File: src/rtl/s32_minmax_tracker_pkg.sv
// Shared types and defaults for the signed min/max frame tracker.
package s32_minmax_pkg;

  localparam int DEF_WIDTH = 32;
  localparam int DEF_CNT_W = 16;

  // Saturation value of the beat counter at the default index width.
  localparam logic [DEF_CNT_W-1:0] CNT_MAX = {DEF_CNT_W{1'b1}};

  typedef enum logic [1:0] {
    EMPTY = 2'd0,
    ACCUM = 2'd1,
    HOLD  = 2'd2
  } state_e;

endpackage

File: src/rtl/s32_minmax_tracker_if.sv
// Stream-in / result-out bundle for the min/max tracker.
interface s32_minmax_tracker_if #(
  parameter int WIDTH = 32,
  parameter int CNT_W = 16
);
  logic                    in_valid;
  logic                    in_ready;
  logic signed [WIDTH-1:0] in_data;
  logic                    in_last;
  logic                    out_valid;
  logic                    out_ready;
  logic signed [WIDTH-1:0] out_min;
  logic signed [WIDTH-1:0] out_max;
  logic        [CNT_W-1:0] out_min_idx;
  logic        [CNT_W-1:0] out_max_idx;
  logic        [CNT_W-1:0] out_count;

  modport master (
    output in_valid, in_data, in_last, out_ready,
    input  in_ready, out_valid, out_min, out_max, out_min_idx, out_max_idx, out_count
  );

  modport slave (
    input  in_valid, in_data, in_last, out_ready,
    output in_ready, out_valid, out_min, out_max, out_min_idx, out_max_idx, out_count
  );
endinterface

File: src/rtl/s32_minmax_tracker_lteq.sv
// Combinational signed a <= b comparator.
module s32_lteq #(
  parameter int WIDTH = 32
) (
  input  logic signed [WIDTH-1:0] a,
  input  logic signed [WIDTH-1:0] b,
  output logic                    le
);
  assign le = (a <= b);
endmodule

File: src/rtl/s32_minmax_tracker.sv
// Per-frame signed min/max tracker with first-occurrence indices and saturating beat count.
module s32_minmax_tracker
  import s32_minmax_pkg::*;
#(
  parameter int WIDTH = DEF_WIDTH,
  parameter int CNT_W = DEF_CNT_W
) (
  input  logic                clk,
  input  logic                rst,
  s32_minmax_tracker_if.slave bus
);

  localparam logic [CNT_W-1:0] CNT_SAT = {CNT_W{1'b1}};

  function automatic logic [CNT_W-1:0] cnt_sat_inc(input logic [CNT_W-1:0] c);
    return (c == CNT_SAT) ? c : c + 1'b1;
  endfunction

  state_e                  state_q, state_d;
  logic signed [WIDTH-1:0] min_q, min_d;
  logic signed [WIDTH-1:0] max_q, max_d;
  logic        [CNT_W-1:0] min_idx_q, min_idx_d;
  logic        [CNT_W-1:0] max_idx_q, max_idx_d;
  logic        [CNT_W-1:0] cnt_q, cnt_d;
  logic                    lo_le, hi_le;
  logic                    accept;

  s32_lteq #(.WIDTH(WIDTH)) u_lo (.a(min_q),       .b(bus.in_data), .le(lo_le));
  s32_lteq #(.WIDTH(WIDTH)) u_hi (.a(bus.in_data), .b(max_q),       .le(hi_le));

  // Ready is a function of state only; reset holds it low.
  assign bus.in_ready = ~rst & (state_q != HOLD);
  assign accept       = bus.in_valid & bus.in_ready;

  always_comb begin
    state_d   = state_q;
    min_d     = min_q;
    max_d     = max_q;
    min_idx_d = min_idx_q;
    max_idx_d = max_idx_q;
    cnt_d     = cnt_q;
    unique case (state_q)
      EMPTY: begin
        if (accept) begin
          min_d     = bus.in_data;
          max_d     = bus.in_data;
          min_idx_d = '0;
          max_idx_d = '0;
          cnt_d     = {{(CNT_W-1){1'b0}}, 1'b1};
          state_d   = bus.in_last ? HOLD : ACCUM;
        end
      end
      ACCUM: begin
        if (accept) begin
          // Strict comparisons only: ties keep the first occurrence.
          if (!lo_le) begin
            min_d     = bus.in_data;
            min_idx_d = cnt_q;
          end
          if (!hi_le) begin
            max_d     = bus.in_data;
            max_idx_d = cnt_q;
          end
          cnt_d = cnt_sat_inc(cnt_q);
          if (bus.in_last) state_d = HOLD;
        end
      end
      HOLD: begin
        if (bus.out_ready) state_d = EMPTY;
      end
      default: state_d = EMPTY;
    endcase
  end

  always_ff @(posedge clk or posedge rst) begin
    if (rst) begin
      state_q   <= EMPTY;
      min_q     <= '0;
      max_q     <= '0;
      min_idx_q <= '0;
      max_idx_q <= '0;
      cnt_q     <= '0;
    end else begin
      state_q   <= state_d;
      min_q     <= min_d;
      max_q     <= max_d;
      min_idx_q <= min_idx_d;
      max_idx_q <= max_idx_d;
      cnt_q     <= cnt_d;
    end
  end

  assign bus.out_valid   = (state_q == HOLD);
  assign bus.out_min     = min_q;
  assign bus.out_max     = max_q;
  assign bus.out_min_idx = min_idx_q;
  assign bus.out_max_idx = max_idx_q;
  assign bus.out_count   = cnt_q;

endmodule
File: src/flat_wrapper.sv
// flat-port wrapper written by rule: the top's interface ports become plain ports
module s32_minmax_tracker_flat import s32_minmax_pkg::*;
#(
  parameter int WIDTH = DEF_WIDTH,
  parameter int CNT_W = DEF_CNT_W
)
  (clk, rst, bus_in_valid, bus_in_data, bus_in_last, bus_out_ready, bus_in_ready, bus_out_valid, bus_out_min, bus_out_max, bus_out_min_idx, bus_out_max_idx, bus_out_count);
  s32_minmax_tracker_if #(.WIDTH(WIDTH), .CNT_W(CNT_W)) bus_i ();
  input  logic clk;
  input  logic rst;
  input wire logic [$bits(bus_i.in_valid)-1:0] bus_in_valid;
  input wire logic [$bits(bus_i.in_data)-1:0] bus_in_data;
  input wire logic [$bits(bus_i.in_last)-1:0] bus_in_last;
  input wire logic [$bits(bus_i.out_ready)-1:0] bus_out_ready;
  output wire logic [$bits(bus_i.in_ready)-1:0] bus_in_ready;
  output wire logic [$bits(bus_i.out_valid)-1:0] bus_out_valid;
  output wire logic [$bits(bus_i.out_min)-1:0] bus_out_min;
  output wire logic [$bits(bus_i.out_max)-1:0] bus_out_max;
  output wire logic [$bits(bus_i.out_min_idx)-1:0] bus_out_min_idx;
  output wire logic [$bits(bus_i.out_max_idx)-1:0] bus_out_max_idx;
  output wire logic [$bits(bus_i.out_count)-1:0] bus_out_count;
  assign bus_i.in_valid = bus_in_valid;
  assign bus_i.in_data = bus_in_data;
  assign bus_i.in_last = bus_in_last;
  assign bus_i.out_ready = bus_out_ready;
  assign bus_in_ready = bus_i.in_ready;
  assign bus_out_valid = bus_i.out_valid;
  assign bus_out_min = bus_i.out_min;
  assign bus_out_max = bus_i.out_max;
  assign bus_out_min_idx = bus_i.out_min_idx;
  assign bus_out_max_idx = bus_i.out_max_idx;
  assign bus_out_count = bus_i.out_count;
  s32_minmax_tracker #(.WIDTH(WIDTH), .CNT_W(CNT_W)) u_core (.clk(clk), .rst(rst), .bus(bus_i));
endmodule
File: config.mk
export PLATFORM = sky130hd
export DESIGN_NAME = s32_minmax_tracker_flat
export DESIGN_NICKNAME = d
export VERILOG_FILES = /design/src/rtl/s32_minmax_tracker_pkg.sv /design/src/rtl/s32_minmax_tracker_if.sv /design/src/rtl/s32_minmax_tracker_lteq.sv /design/src/rtl/s32_minmax_tracker.sv /design/src/flat_wrapper.sv
export SDC_FILE = /design/constraint.sdc
export NUM_CORES = 1
export LEC_CHECK = 0
export ABC_AREA = 1
export CAP_MARGIN = 5
export CORE_MARGIN = 2
export CORE_UTILIZATION = 51
export CTS_CLUSTER_DIAMETER = 30
export DETAILED_ROUTE_END_ITERATION = 8
export PLACE_DENSITY = 0.81
export SYNTH_ARGS = -nofsm -noshare
export SYNTH_HDL_FRONTEND = slang
export SYNTH_SLANG_ARGS = --single-unit
File: constraint.sdc
create_clock -name clk -period 4 [get_ports clk]
set_input_delay 0.4 -clock clk [delete_from_list [all_inputs] [get_ports clk]]
set_output_delay 0.4 -clock clk [all_outputs]
set_load 0.01 [all_outputs]
==> results.cfg, run 1 <==
[global_routing]
antenna_found_initial = 0
grt_max_degree = 68
grt_usage = 0.267
globalRouteOverflowTotal = 0
grt_pass1_wl_mm = 30.2
grt_pass1_vias = 6120

[worst_setup_path]
worst_r2r_path_depth = 14
worst_ep_required_time_ps = 4310
r2r-start = u_core.bus.out_max[30]
rr_endpoint = u_core.bus.out_max_idx[13]
cp-end-kind = register
crit_type = primary input to register
crit_fanout = 26
start_kind = primary input
worstPathArrival_ps = 2960
reg2reg_slack_ps = 1430

[min_path]
min_to = u_core.bus.out_max_idx[8]
hold_depth = 2
hold_path.startpoint = u_core.bus.out_max_idx[8]
hold_path.class = register to register

[detailed_routing]
drt_iter0_drc = 484
wire_per_inst_um = 15.0
viasPerCell = 5.22
route.vias.total = 6243
route.detailed.drc = 0
drt_pass1_iterations = 5
antenna_left = 0
drt_wl_total_mm = 17.9

[synth]
ys_seq_area_frac = 0.429
avgSynthCellArea_um2 = 7.67
synthArstFlopShare = 1.00
syn-num-nets = 969
synth_top_area_share = 0.429
ys_top_cells_by_area = dfrtp_1 (43%), nand2_1 (17%), ha_1 (12%)
synth_top_cells_by_count = nand2_1 (306), dfrtp_1 (114), nand3_1 (108), inv_1 (107), ha_1 (65)
synth.most_common_cell = nand2_1
synth_area_leader_cell = dfrtp_1
synth_cell_types = 36
ys_ff_latch = 114
synth_area_um2 = 6650
synth_ff_type = dfrtp_1
yosysWarnings = 0
syn_inst = 867
synth_edf_count = 0

[final_layout]
antenna-diode-count = 0
synthToLayoutAreaGrowth_pct = 34.9
final-instance-count-excl-fill = 1197
nets = 1114
drive_above_1_share = 0.0566
fillCellCount = 1000
utilization = 0.708

[sta]
max_slew_margin = 0.432
hold_violations = 0
setup_ws_ps = 1350
clock_skew_ps = 6.64
worst_pin_slew_ps = 852
max_freq_mhz = 377
fin_tns_setup_ps = 0
fin_crit_ps = 2650
slew_viol_final = 0
period_share = 0.662
rsz0062_at_grt = no
setup_viol = 0

[floorplan]
rows = 41
start_util = 0.525
ioPinCount = 151
die_area_um2 = 14000
chipHeight_um = 118
core_um2 = 12700
dieWidth_um = 118

[clock_network]
numCtsBuffers = 17
clk_latency_ps = 420
cts_max_level = 4
cts_setup_buffers = 0
root_buffer = clkbuf_16
cts_tree = yes
post_cts_resized = 0
path_clk_slew_ps = 50
cts_num_sinks = 114
ctsHoldBuffers = 0
clockBufferDepth = 2

[pwr]
switching_share = 0.360
p_total_mw = 6.11
clockPowerShare = 0.286
pwr-share-comb = 0.405
internal_power_mw = 3.91
leakagePower_nw = 4.69
powerDensity_nw_per_um2 = 681
seq_power_share = 0.308
ir_worst_vdd_mv = 0.304
p_sw_mw = 2.20

[placed_design]
dpl_worst_slack_ps = 953
dp_hpwl_mm = 12.1
place.gp.congestion = 0.846
place_inst = 1165
portBuffers = 150

[flow_run]
drv_cap = 0

[status]
status = finished, final reports clean
[power by group through the flow]
stage | Clock (mW) | Sequential (mW) | Combinational [mW]
6_report | 1.75 | 1.88 | 2.48
3_3_place_gp | 0 | 1.89 | 2.38
3_5_place_dp | 0 | 1.89 | 2.45
4_1_cts | 1.76 | 1.88 | 2.49
5_1_grt | 1.83 | 1.93 | 2.76
2_1_floorplan | 0 | 1.99 | 1.15
[how the worst max path moves through the flow]
stage	from	end	slack [ps]	cells past startpoint
3_3_place_gp	bus_in_data[31]	u_core.bus.out_min[29]	970	14
6_report	bus_in_data[11]	u_core.bus.out_max_idx[13]	1350	14
3_5_place_dp	bus_in_data[31]	u_core.bus.out_max_idx[2]	950	14
4_1_cts	bus_in_data[31]	u_core.bus.out_min_idx[12]	1390	14
5_1_grt	bus_in_data[31]	u_core.bus.out_max_idx[12]	1110	14
2_1_floorplan	rst	u_core.bus.out_count[0]	580	1
[sequential cells by signal, summed over array words and instances (netlist names)]
signal                  flops
u_core.bus.out_min_idx     16
u_core.bus.out_min         32
u_core.bus.out_count       16
u_core.bus.out_max_idx     16
u_core.state_q              2
u_core.bus.out_max         32
[final cells by class]
type,count,area [um^2],share of cell area
clock buffer,19,453,0.0505
clock inverter,13,230,0.0257
inverter,109,414,0.0461
multi-input combinational,612,3220,0.359
sequential,114,2850,0.318
tap,172,215,0.0240
timing repair buffer,158,1590,0.177
[stage by stage]
| step | hold WS, ps | instance area (um^2) |
|---|---|---|
| after floorplan | 507 | 6650 |
| after global placement | 462 | 8290 |
| after detailed placement | 457 | 8290 |
| after CTS | 473 | 8970 |
| after global routing | 484 | 8970 |
| final | 468 | 8970 |
[critical path, cell delays in order]
cell             delay (ps)
clkdlybuf4s50_1         500
ha_1                    370
nand4_1                 140
nor3_1                  260
nand2_1                  90
nand2_1                  70
nand2_1                  60
a21oi_1                 130
nand2_1                  70
nand2_2                  70
nand2_2                 350
buf_12                  320
nand2_1                  70
nand2_1                  50
[cell families after synthesis]
logic type,Yosys count,share of synthesized area
AO/OA/AOI/OAI,62,0.0506
buffers and inverters,141,0.0880
AND/OR/NAND/NOR,485,0.310
adder cells (fa/ha/maj),65,0.122
flip-flops,114,0.429
[layout by cell type, fill, tap and decap left out, types with 2 or more instances in the layout]
cell and instances:
clkinvlp_4 3, nand4_1 5, inv_1 106, bufinv_16 6, o21ai_1 3, buf_12 2, o21a_1 3, inv_4 2
clkbuf_8 2, a21o_1 2, nor4_1 2, buf_4 6, clkinv_2 2, a21oi_1 36, nand3_1 108, o31ai_1 2
nand2_1 303, dfrtp_1 114, ha_1 65, nand2_2 5, clkbuf_16 17, nor3_1 5, o21ai_0 13, clkdlybuf4s50_1 150
nor2_1 45, nor3_2 2
[per-layer routing]
metal  vias up  routed length, um  GRT usage
met3        27               1270     0.0637
met4         0                264     0.0934
met2       224               8570      0.431
li1       3066                  -          -
met5         -                  0          0
met1      2926               7820      0.352
Note: power is estimated with default switching activity, not from simulation.
==> run 2: changes to the inputs <==
--- a/config.mk
+++ b/config.mk
@@ -8,10 +8,10 @@
 export ABC_AREA = 1
 export CAP_MARGIN = 5
 export CORE_MARGIN = 2
-export CORE_UTILIZATION = 51
+export CORE_UTILIZATION = 46
 export CTS_CLUSTER_DIAMETER = 30
 export DETAILED_ROUTE_END_ITERATION = 8
-export PLACE_DENSITY = 0.81
+export PLACE_DENSITY = 0.77
 export SYNTH_ARGS = -nofsm -noshare
 export SYNTH_HDL_FRONTEND = slang
 export SYNTH_SLANG_ARGS = --single-unit
==> constraint.sdc (replaced) <==
create_clock -name clk -period 2.4 [get_ports clk]
set_input_delay 0.24 -clock clk [delete_from_list [all_inputs] [get_ports clk]]
set_output_delay 0.24 -clock clk [all_outputs]
set_load 0.01 [all_outputs]
==> run 2 against run 1 <==
  * Sequential power increased by 66%
  * Register-to-register slack got worse by 1300 ps
  * Worst hold slack worse by 170 ps
  * Combinational power grew 87%
  * Non-clock buffer count is 59 higher
  * Clock skew about the same
  * Critical path depth unchanged
==> results.cfg, run 2 (synthesis results as in run 1) <==
[detailed_routing]
drt_wl_total_mm = 19.3
viasPerCell = 5.18
route.vias.total = 6546
drt_iter0_drc = 430
wire_per_inst_um = 15.3
antenna_left = 0
drt_pass1_iterations = 5
route.detailed.drc = 0

[floorplan]
rows = 43
ioPinCount = 151
die_area_um2 = 15400
chipHeight_um = 124
core_um2 = 14000
start_util = 0.476
dieWidth_um = 124

[placed_design]
portBuffers = 150
dpl_worst_slack_ps = -276
place.gp.congestion = 0.835
dp_hpwl_mm = 13.2
place_inst = 1220

[worst_setup_path]
crit_fanout = 10
timing.critical_path.buf_inv = 2
cp_top_family = simple AND/OR/NAND/NOR gates
crit_chain = inv_1, ha_4, nand2_2, nor2_2, nand4_1, nor3b_2, nand2_2, a21oi_2, nand2_2, nand2_4, nand2_8, clkbuf_16, nand2_1, nand2_1
start_kind = register
crit_type = register to register
worstPathArrival_ps = 2620
worst_ep_required_time_ps = 2700
cp-end-kind = register
critPathMaxStageDelay_ps = 380
crit_top_cell = nand2_2
cpMaxStageDelayCell = dfrtp_1

[global_routing]
grt_pass1_vias = 6264
grt_usage = 0.244
grt_pass1_wl_mm = 30.7
globalRouteOverflowTotal = 0
grt_max_degree = 44
antenna_found_initial = 0

[clock_network]
clockBufferDepth = 2
cts_max_level = 4
root_buffer = clkbuf_16
cts_num_sinks = 114
numCtsBuffers = 17
ctsHoldBuffers = 0
cts_tree = yes
path_clk_slew_ps = 50
clk_latency_ps = 410

[sta]
setup_ws_ps = 87.4
clock_skew_ps = 6.29
slew_viol_final = 0
period_share = 0.964
fin_crit_ps = 2310
hold_violations = 0
max_slew_margin = 0.585
holdWs_ps = 302
setup_viol = 0
max_freq_mhz = 432
worst_pin_slew_ps = 621

[final_layout]
antenna-diode-count = 0
utilization = 0.682
drive_above_1_share = 0.116
final-instance-count-excl-fill = 1264
synthToLayoutAreaGrowth_pct = 43.4
layout_common_cells = nand2_1 (299), clkdlybuf4s50_1 (148), dfrtp_1 (114), nand3_1 (108), inv_1 (106)
regArea_um2 = 2850
layout_commonest_cell = nand2_1
fillCellCount = 1095
nets = 1173
multi_input_area_um2 = 3310

[pwr]
powerDensity_nw_per_um2 = 1050
p_total_mw = 10.0
ir_worst_vdd_mv = 0.533
leakagePower_nw = 5.02

[status]
status = finished, final reports clean

[flow_run]
drv_cap = 0

[min_path]
hold_path.class = primary input to register
## run 2: tightest hold or removal path, cell delays in order
cell	delay [ps]
dlymetal6s2s_1	160
buf_4	150
nand3_1	70
nand2_1	60
## run 2: cell type report
type / instances / area share
flip-flops and latches: 114 / 0.299
inverters: 109 / 0.0435
repair buffers: 217 / 0.230
clock buffers: 27 / 0.0537
multi-input cells: 612 / 0.347
clock inverters: 5 / 0.00262
well taps: 180 / 0.0236
## run 2: worst paths after layout
| kind | start | endpoint | slack [ps] | cells past startpoint |
|---|---|---|---|---|
| min | bus_in_data[31] | u_core.bus.out_max[31] | 300 | 4 |
| min in group asynchronous | rst | u_core.bus.out_max_idx[9] | 330 | 2 |
| max reg2reg | u_core.bus.out_max[30] | u_core.bus.out_max_idx[13] | 90 | 14 |
| max in group asynchronous | rst | u_core.bus.out_max[6] | 1430 | 3 |
| min reg2reg | u_core.bus.out_max_idx[12] | u_core.bus.out_max_idx[12] | 470 | 2 |
| max | u_core.bus.out_max[30] | u_core.bus.out_max_idx[13] | 90 | 14 |
## run 2: layer usage
| layer | vias to the layer above | global-route usage | wire [um] | part of all wire |
|---|---|---|---|---|
| li1 | 3173 | - | - | - |
| met3 | 24 | 0.0584 | 1220 | 0.063 |
| met1 | 3090 | 0.323 | 8540 | 0.44 |
| met4 | 0 | 0.0734 | 267 | 0.014 |
| met2 | 259 | 0.397 | 9290 | 0.48 |
| met5 | - | 0 | 0 | 0 |
## run 2: what timing repair did
| action | 4_1_cts | 5_1_grt |
|---|---|---|
| setup buffers | 0 | 7 |
| gates resized for setup | 0 | 21 |
| endpoints found under the setup margin | 0 | 78 |
## run 2: stage by stage
step	TNS (ps)	area, um^2
2_1_floorplan	0	6660
5_1_grt	-2150	9540
4_1_cts	0	9280
3_3_place_gp	-12710	8740
6_report	0	9540
3_5_place_dp	-18240	8740
## run 2: power breakdown
| part | internal, mW | switching (mW) |
|---|---|---|
| combinational | 2.30 | 2.33 |
| clock | 1.44 | 0.838 |
| sequential | 2.56 | 0.574 |
==> run 3: changes to the inputs <==
--- a/config.mk
+++ b/config.mk
@@ -7,7 +7,7 @@
 export LEC_CHECK = 0
 export ABC_AREA = 1
 export CAP_MARGIN = 5
-export CORE_MARGIN = 2
+export CORE_MARGIN = 4
 export CORE_UTILIZATION = 46
 export CTS_CLUSTER_DIAMETER = 30
 export DETAILED_ROUTE_END_ITERATION = 8
==> run 3 against run 2 <==
  * Via count fell by 0.86%
  * Clock-buffer cell count shrank 6
  * Power fell by 0.63%
  * Clock power is essentially flat
  * Critical endpoint is now u_core.bus.out_max[19]
  * Largest cell class unchanged
==> results.cfg, run 3 (synthesis results as in run 1) <==
[sta]
period_share = 0.964
fin_crit_ps = 2310
slew_viol_final = 0
worst_pin_slew_ps = 629
max_slew_margin = 0.581
setup_viol = 0
setup_ws_ps = 85.9
rsz0062_at_grt = yes
hold_violations = 0
max_freq_mhz = 432
clock_skew_ps = 8.44

[final_layout]
layout_common_cells = nand2_1 (299), clkdlybuf4s50_1 (148), dfrtp_1 (114), nand3_1 (108), inv_1 (104)
antenna-diode-count = 0
drive_above_1_share = 0.114
nets = 1168
synthToLayoutAreaGrowth_pct = 42.0
layout_commonest_cell = nand2_1
fillCellCount = 1142

[global_routing]
grt_pass1_vias = 6451
globalRouteOverflowTotal = 0
gr-usage-met1 = 0.299
met2_usage = 0.401
use_met3 = 0.0513
antenna_found_initial = 0
grt_pass1_wl_mm = 31.1
grt_usage = 0.237
grt_max_degree = 115
grt_busiest_layer = met2

[worst_setup_path]
worst_ep_required_time_ps = 2710
start_kind = register
crit_fanout = 7
cp-end-kind = register
worstPathArrival_ps = 2620
crit_type = register to register

[clock_network]
cts_tree = yes
clk_latency_ps = 420
numCtsBuffers = 17
ctsHoldBuffers = 0
clockBufferDepth = 2
cts_num_sinks = 114
root_buffer = clkbuf_16
cts_max_level = 4
path_clk_slew_ps = 50

[pwr]
powerDensity_nw_per_um2 = 1060
ir_worst_vdd_mv = 0.504
leakagePower_nw = 4.97
p_total_mw = 9.99

[floorplan]
start_util = 0.474
chipHeight_um = 128
rows = 43
dieWidth_um = 128
die_area_um2 = 16500
core_um2 = 14000
ioPinCount = 151

[detailed_routing]
route.vias.total = 6490
wire_per_inst_um = 15.6
viasPerCell = 5.15
drt_wl_total_mm = 19.7
antenna_left = 0
drt_iter0_drc = 504
route.detailed.drc = 0
drt_pass1_iterations = 5

[status]
status = finished, final reports clean

[flow_run]
drv_cap = 0

[placed_design]
dp_hpwl_mm = 13.5
portBuffers = 150
place.gp.congestion = 0.867
dpl_worst_slack_ps = -241

[min_path]
hold_path.class = primary input to register
run 3: cell count changes in the layout (fill, tap and decap cells not counted), sizes merged:
cell / before / now
clkinvlp: 1 / 4
clkbuf: 31 / 24
clkinv: 5 / 8
buf: 63 / 59
run 3: worst max-delay path, stage by stage (launching register included):
cell,delay (ps)
dfrtp_1,390
inv_2,60
ha_4,290
nand2_4,60
nor2_4,90
nand4_1,160
nor3b_2,260
nand2_1,90
a21oi_1,150
nand2_1,100
nand2_4,120
nand2_8,110
buf_12,180
nand2_1,80
nand2_2,60
run 3: worst paths after layout:
| path | start | to | slack, ps | depth (start not counted) |
|---|---|---|---|---|
| setup / recovery | u_core.bus.out_max[31] | u_core.bus.out_max[19] | 90 | 14 |
| hold / removal | bus_in_data[30] | u_core.bus.out_min[30] | 230 | 3 |
| setup reg to reg | u_core.bus.out_max[31] | u_core.bus.out_max[19] | 90 | 14 |
| hold reg to reg | u_core.bus.out_max_idx[4] | u_core.bus.out_max_idx[4] | 470 | 2 |
| max in group asynchronous | rst | u_core.bus.out_min[21] | 1500 | 3 |
| min in group asynchronous | rst | u_core.state_q[1] | 410 | 3 |
run 3: through the flow:
step | instances | utilization | hold WS (ps) | TNS (ps) | area, um^2
finish | 1259 | 0.673 | 229 | 0 | 9450
global route | 1259 | 0.673 | 262 | -542 | 9450
CTS | 1250 | 0.656 | 385 | 0 | 9210
detailed placement | 1218 | 0.618 | 459 | -18240 | 8680
global placement | 1218 | 0.618 | 456 | -14760 | 8680
floorplan | 867 | - | 350 | 0 | 6660
run 3: layer usage:
metal / vias up / part of all wire
met1: 3032 / 0.43
met4: 0 / 0.020
met2: 254 / 0.48
met3: 38 / 0.073
met5: - / 0
li1: 3166 / -
run 3: what timing repair did:
item,CTS,global route
setup buffers,0,5
endpoints found under the hold margin,0,0
resized for setup,0,23
endpoints found under the setup margin,0,95
run 3: power breakdown:
part	internal (mW)	switching, mW	total [mW]
registers	2.55	0.589	3.14
logic	2.24	2.32	4.55
clock network	1.38	0.907	2.29
total	6.17	3.81	9.98
run 3: layout make-up:
cell class / count / area (um^2) / area share
Clock buffer: 21 / 470 / 0.0498
Timing Repair Buffer: 212 / 2100 / 0.222
Clock inverter: 11 / 62.6 / 0.00662
Multi-Input combinational cell: 612 / 3320 / 0.352
Sequential cell: 114 / 2850 / 0.302
Inverter: 109 / 415 / 0.0440
Tap cell: 180 / 225 / 0.0238
